**config.mk**
```make
export PLATFORM = sky130hd
export DESIGN_NAME = seq_mul
export DESIGN_NICKNAME = d
export VERILOG_FILES = /design/src/rtl/seq_mul.sv
export SDC_FILE = /design/constraint.sdc
export NUM_CORES = 1
export LEC_CHECK = 0
export BUFFER_PORTS_ARGS = -buffer_cell sky130_fd_sc_hd__buf_2
export CAP_MARGIN = 20
export CORE_ASPECT_RATIO = 2
export CORE_MARGIN = 10
export CORE_UTILIZATION = 45
export CTS_BUF_LIST = sky130_fd_sc_hd__clkbuf_8 sky130_fd_sc_hd__clkbuf_16
export CTS_CLUSTER_SIZE = 12
export DETAILED_ROUTE_END_ITERATION = 7
export PLACE_DENSITY_LB_ADDON = 0.3
export SLEW_MARGIN = 25
export SYNTH_ARGS = -nofsm -noshare
export SYNTH_HDL_FRONTEND = slang
export SYNTH_SLANG_ARGS = --single-unit
```
**constraint.sdc**
```tcl
create_clock -name clk -period 3.86 [get_ports clk]
set_input_delay 0.772 -clock clk [delete_from_list [all_inputs] [get_ports clk]]
set_output_delay 0.772 -clock clk [all_outputs]
set_load 0.005 [all_outputs]
```
**src/rtl/seq_mul.sv**
```systemverilog
// Radix-2 shift-add multiplier with valid/ready on both sides; N-cycle latency.
// Optional `SEQ_MUL_EARLY_OUT_EN: finish as soon as the remaining multiplier bits are zero.
module seq_mul #(
  parameter int N = 16
) (
  input  logic           clk,
  input  logic           rst,
  input  logic           in_valid,
  output logic           in_ready,
  input  logic [N-1:0]   rs1_reg,
  input  logic [N-1:0]   rs2_reg,
  input  logic [1:0]     mode,
  output logic           out_valid,
  input  logic           out_ready,
  output logic [2*N-1:0] mul_rd
);

  localparam int CW = $clog2(N) + 1;
  localparam int P  = 2 * N;

  typedef enum logic [1:0] {
    IDLE = 2'd0,
    BUSY = 2'd1,
    DONE = 2'd2
  } state_t;

  state_t          state_q, state_d;
  logic [P-1:0]    mcand_q, mcand_d;
  logic [N-1:0]    mplier_q, mplier_d;
  logic [P-1:0]    acc_q, acc_d;
  logic [CW-1:0]   cnt_q, cnt_d;
  logic            neg_q, neg_d;
  logic [P-1:0]    mul_rd_q, mul_rd_d;
  logic            in_ready_q, in_ready_d;
  logic            out_valid_q, out_valid_d;

  logic            rs1_neg_s, rs2_neg_s;
  logic [N-1:0]    rs1_mag_s, rs2_mag_s;
  logic [P-1:0]    pp_s, sum_s;
  logic            last_s;

  // Mode 11 decodes like 00: neither operand is treated as signed.
  assign rs1_neg_s = ((mode == 2'b01) || (mode == 2'b10)) && rs1_reg[N-1];
  assign rs2_neg_s = (mode == 2'b01) && rs2_reg[N-1];
  assign rs1_mag_s = rs1_neg_s ? -rs1_reg : rs1_reg;
  assign rs2_mag_s = rs2_neg_s ? -rs2_reg : rs2_reg;

  assign pp_s  = mplier_q[0] ? mcand_q : '0;
  assign sum_s = acc_q + pp_s;

`ifdef SEQ_MUL_EARLY_OUT_EN
  assign last_s = (cnt_q == CW'(N - 1)) || (mplier_q[N-1:1] == '0);
`else
  assign last_s = (cnt_q == CW'(N - 1));
`endif

  // State and datapath registers.
  always_ff @(posedge clk or posedge rst) begin
    if (rst) begin
      state_q     <= IDLE;
      mcand_q     <= '0;
      mplier_q    <= '0;
      acc_q       <= '0;
      cnt_q       <= '0;
      neg_q       <= 1'b0;
      mul_rd_q    <= '0;
      in_ready_q  <= 1'b1;
      out_valid_q <= 1'b0;
    end else begin
      state_q     <= state_d;
      mcand_q     <= mcand_d;
      mplier_q    <= mplier_d;
      acc_q       <= acc_d;
      cnt_q       <= cnt_d;
      neg_q       <= neg_d;
      mul_rd_q    <= mul_rd_d;
      in_ready_q  <= in_ready_d;
      out_valid_q <= out_valid_d;
    end
  end

  // Next-state and datapath update; handshake flags follow the next state.
  always_comb begin
    state_d  = state_q;
    mcand_d  = mcand_q;
    mplier_d = mplier_q;
    acc_d    = acc_q;
    cnt_d    = cnt_q;
    neg_d    = neg_q;
    mul_rd_d = mul_rd_q;
    case (state_q)
      IDLE: begin
        if (in_valid) begin
          mcand_d  = {{N{1'b0}}, rs1_mag_s};
          mplier_d = rs2_mag_s;
          neg_d    = rs1_neg_s ^ rs2_neg_s;
          acc_d    = '0;
          cnt_d    = '0;
          state_d  = BUSY;
        end else begin
          state_d  = IDLE;
        end
      end
      BUSY: begin
        acc_d    = sum_s;
        mcand_d  = mcand_q << 1;
        mplier_d = mplier_q >> 1;
        cnt_d    = cnt_q + CW'(1);
        if (last_s) begin
          mul_rd_d = neg_q ? -sum_s : sum_s;
          state_d  = DONE;
        end else begin
          state_d  = BUSY;
        end
      end
      DONE: begin
        if (out_ready) begin
          state_d = IDLE;
        end else begin
          state_d = DONE;
        end
      end
      default: begin
        state_d = IDLE;
      end
    endcase
    in_ready_d  = (state_d == IDLE);
    out_valid_d = (state_d == DONE);
  end

  assign in_ready  = in_ready_q;
  assign out_valid = out_valid_q;
  assign mul_rd    = mul_rd_q;

endmodule

```
== Word level (Yosys, flattened, before mapping) ==
Index checks and enable logic that the tools add are counted.

* Bits in registers: 122
* Latch bits: 0
* Memory bits (writable): 0
* ROM bits: 0
* Input port bits: 38
* Word-level logic and storage cells: 47
* Memories: 0

* Add/subtract/negate cells: 5
* Multiply operators: 0
* Div/mod/pow operators: 0
* $lt $le $gt $ge: 0
* Eq/ne operators: 7
* Shift-type cells: 0
* Muxes and demuxes: 16
* Bitwise gates (word level): 1
* Reduce and logical (&&, ||, !) cells: 9

{| class="wikitable"
|+ Operators by type and width
! kind !! number
|-
| $mux W32 || 4
|-
| $pmux W32 S2 || 2
|-
| $mux W16 || 3
|-
| $add A32 B32 Y32 || 1
|-
| $neg A16 Y16 || 2
|-
| $neg A32 Y32 || 1
|-
| $pmux W16 S2 || 1
|-
| $pmux W5 S2 || 1
|-
| $eq A2 B2 Y1 const B || 3
|-
| $pmux W2 S3 || 1
|-
| $reduce_and A2 Y1 || 3
|-
| $add A5 B1 Y5 const B || 1
|-
| $eq A5 B4 Y1 const B || 1
|-
| $mux W5 || 1
|-
| $eq A2 B1 Y1 const B || 2
|-
| $logic_not A2 Y1 || 2
|-
| $mux W2 || 2
|-
| $logic_and A1 B1 Y1 || 2
|-
| $ne A2 B2 Y1 const B || 1
|-
| $reduce_bool A2 Y1 || 1
|-
| $logic_or A1 B1 Y1 || 1
|-
| $mux W1 || 1
|-
| $xor A1 B1 Y1 || 1
|}

== Longest topological paths before layout ==
* Depth in word-level cells: 6
* Depth in mapped cells: 15

== Worst setup path after synthesis ==
No wires, ideal clock.

* Path type: flip-flop to flip-flop
* Start point: register mplier_q[0]
* End point: register mul_rd_q[28], in the netlist mul_rd[28]
* Arrival time: 3.767 ns
* Setup slack: -0.039 ns
* Stages on the path, launching flop included: 16
* Buffers on the path: 2
* Clock period less this slack: 3.899 ns
* Path through: dfrtp_1 clkbuf_1 and2_1 ha_1 fa_1 a21o_1 a221o_2 a41oi_2 nand2_1 xor2_1 or4b_4 nand4bb_1 buf_6 o41ai_2 xnor2_1 o21ai_1

* Word-level cells in the longest chain between the ends: 4

{| class="wikitable"
|+ Ends and longest elaborated chain
! item !! RTL line !! source
|-
| start, declared || 29 || <nowiki>logic [N-1:0] mplier_q, mplier_d;</nowiki>
|-
| start signal, assigned || 72 || <nowiki>mplier_q <= mplier_d;</nowiki>
|-
| $mux W32 * || 48 || <nowiki>assign pp_s = mplier_q[0] ? mcand_q : '0;</nowiki>
|-
| $add A32 B32 Y32 * || 49 || <nowiki>assign sum_s = acc_q + pp_s;</nowiki>
|-
| $neg A32 Y32 || 110 || <nowiki>mul_rd_d = neg_q ? -sum_s : sum_s;</nowiki>
|-
| $mux W32 * || 110 ||
|-
| end signal, assigned || 76 || <nowiki>mul_rd_q <= mul_rd_d;</nowiki>
|-
| end, declared || 33 || <nowiki>logic [P-1:0] mul_rd_q, mul_rd_d;</nowiki>
|}

Every way passes the cells marked *; elsewhere a longest branch is shown, timed or not.
A chain may end at the register's enable or synchronous reset.

== Final worst setup path ==
* Start point: register mplier_q[0]
* End point: register mul_rd_q[30], in the netlist mul_rd[30]

Same word-level chain as after synthesis.

==> run_results.csv <==
group,metric,value,unit
layout,postLayoutCoreUtil,56.4,%
sta,setup_viol,0,
layout,layout_commonest_cell,"nand2_1",
sta,fin_tns_setup,0,ps
global_route,grt_max_degree,123,
clocking,cts_tree,"yes",
die,die_height,209,um
flow_run,cap_violations,0,
setup_path,crit_required,4150,ps
setup_path,critPathLaunchType,"flop",
setup_path,cp_cell_sequence,"and2_4 > ha_4 > fa_2 > a21o_1 > a221o_2 > a41oi_2 > nand2_1 > xor2_1 > or4b_4 > nand4bb_4 > buf_6 > o41ai_4 > xnor2_1 > o21ai_1",
hold_path,min_path_type,"flop to flop",
layout,regArea,3060,um^2
placement,postPlaceCellArea,9030,um^2
setup_path,cp.arrival,4070,ps
detailed_routing,wl_per_cell,16.2,um
clocking,clk_latency,430,ps
die,rows,69,
pwr,power_leakage,4.55,nW
synth,synth.net_count,1023,
global_route,grt_pass1_wl,34.6,mm
pwr,peakVddDrop,0.424,mV
placement,portBuffers,71,
synth,synth_edf_count,0,
layout,fin_cells,1295,
detailed_routing,dr_total_vias,7242,
pwr,finalPower,8.69,mW
global_route,overflow,0,
die,initial_utilization,45.4,%
global_route,track_usage,17.5,%
sta,clock_skew,11.8,ps
placement,numPlacedInstances,1251,
sta,finalCritPeriodShare,97.9,%
die,die_w,114,um
setup_path,path_max_fanout,7,
sta,min_period,3780,ps
sta,hold_ws,469,ps
setup_path,cp_slowest_cell,"or4b_4",
clocking,cts.path.max_buffers,2,
detailed_routing,totalWireLength,21.0,mm
die,dieArea,23900,um^2
global_route,antenna_found_initial,0,
die,core-area,17700,um^2
detailed_routing,drc,0,
clocking,hold_buffers,0,
run_status,status,"completed",
clocking,cts-root-buf,"clkbuf_16",
setup_path,end_kind,"flop",
synth,ys_ff_latch,122,
layout,finalInstanceArea,9970,um^2
synth,netlist_instances,947,
synth,avgSynthCellArea,8.48,um^2
pwr,power_density,871,nW/um^2
synth,synth-seq-area-share,38.0,%
detailed_routing,antenna_left,0,
sta,clock.fmax,0.265,GHz
placement,place_hpwl,15.5,mm
placement,gp_congestion,0.909,
synth,yosys_warnings,0,
setup_path,path_class,"flop to flop",
detailed_routing,drtIter0Drc,375,
layout,syn2layout_area_growth,24.2,%
synth,syn-cell-area,8030,um^2
detailed_routing,firstDrtPassIters,4,
layout,antenna_cells,0,
setup_path,max_stage_delay,510,ps
sta,slew_headroom,47.8,%
layout,final_cell_mix,"nand2_1, o21ai_0, dfrtp_1",
placement,pre_cts_slack,-147,ps
clocking,cts_buffers,17,
synth,synthArstFlopShare,100,%
layout,final_net_count,1145,
synth,synth_cell_types,68,
clocking,htreeDepth,4,
clocking,clk_pin_slew_worst_paths,60,ps
sta,hold_viol,0,
sta,max_slew.worst_pin.slew,782,ps
sta,finalMaxSlewViolations,0,
clocking,cts.sinks,122,
layout,fill_cells,1641,
synth,yosys_most_used_dff,"dfrtp_1",
die,ios,72,
sta,final.setup.worst_slack,80.9,ps
detailed_routing,drt-vias-per-instance,5.59,
layout,drive_gt1_share,22.6,%
global_route,grt_pass1_vias,7284,
layout,multiInputGateArea,4940,um^2
==> what timing repair did <==
action	CTS	global route
setup buffers	5	7
resized for setup	11	40
setup endpoints to repair	13	15
pin swaps	6	17
gates cloned	0	1
==> power breakdown <==
part	internal (mW)	switching [mW]	leakage, nW
Clock	0.949	0.630	0.278
Combinational	2.20	2.69	2.70
Sequential	1.83	0.391	1.57
Total	4.98	3.71	4.55
==> area by class of cell <==
class | count | share of cell area [%]
tap | 213 | 2.67
clock inverter | 15 | 1.56
multi-input combinational | 749 | 49.5
clock buffer | 17 | 4.26
timing repair buffer | 159 | 10.6
inverter | 20 | 0.790
sequential | 122 | 30.6
==> state kept, by name, indices dropped and copies added, names as in the netlist, 2 cells and up <==
name / flops
acc_q: 32
cnt_q: 5
mcand_q: 32
mplier_q: 16
mul_rd: 32
state_q: 2
==> worst paths after layout <==
kind                              from    endpoint  slack, ps  cells after the start
setup / recovery           mplier_q[0]  mul_rd[30]         80                     14
hold / removal              mul_rd[24]  mul_rd[24]        470                      2
setup reg to reg           mplier_q[0]  mul_rd[30]         80                     14
hold reg to reg             mul_rd[24]  mul_rd[24]        470                      2
max in group asynchronous          rst       neg_q       2810                      3
min in group asynchronous          rst   mul_rd[3]        520                      3
==> cells by family after synthesis <==
kind of cell	count (synthesis)	synth area share [%]
AOI/OAI and AO/OA	292	23.1
buffers and inverters	76	3.66
and+or+nand+nor	338	20.2
adders and majority gates	38	6.02
DFF	122	38.0
muxes	2	0.249
xor gates and xnor gates	79	8.71
==> critical path: cells and delay by family, from the launching register on <==
kind / cells / cell delay [ps]
buffers and inverters: 1 / 160
and+or+nand+nor: 4 / 970
adders and majority gates: 2 / 490
xor gates and xnor gates: 2 / 350
AOI/OAI and AO/OA: 5 / 1230
DFF: 1 / 440
==> per-layer routing <==
metal  part of all wire, %  GRT usage (%)
met5                     0              0
met4                   3.2           8.25
met3                   4.3           3.30
met2                    53           31.2
met1                    40           19.2
==> cells in the mapped netlist, drive strengths merged, types with 6 or more instances <==
library cell / n / area, um^2
nand2: 146 / 548
inv: 20 / 75.1
a31oi: 6 / 52.6
o31ai: 13 / 97.6
a22oi: 30 / 225
or2: 9 / 56.3
nand3: 46 / 230
a21oi: 44 / 220
clkbuf: 49 / 184
buf: 7 / 35.0
xnor2: 48 / 428
ha: 37 / 463
nor3: 14 / 70.1
nand2b: 6 / 37.5
xor2: 31 / 272
and3: 7 / 43.8
nor2: 40 / 150
nand4: 6 / 43.8
dfrtp: 121 / 3030
and2: 35 / 219
o41ai: 7 / 98.9
o21ai: 140 / 701
Power figures use the tool's default switching activity.
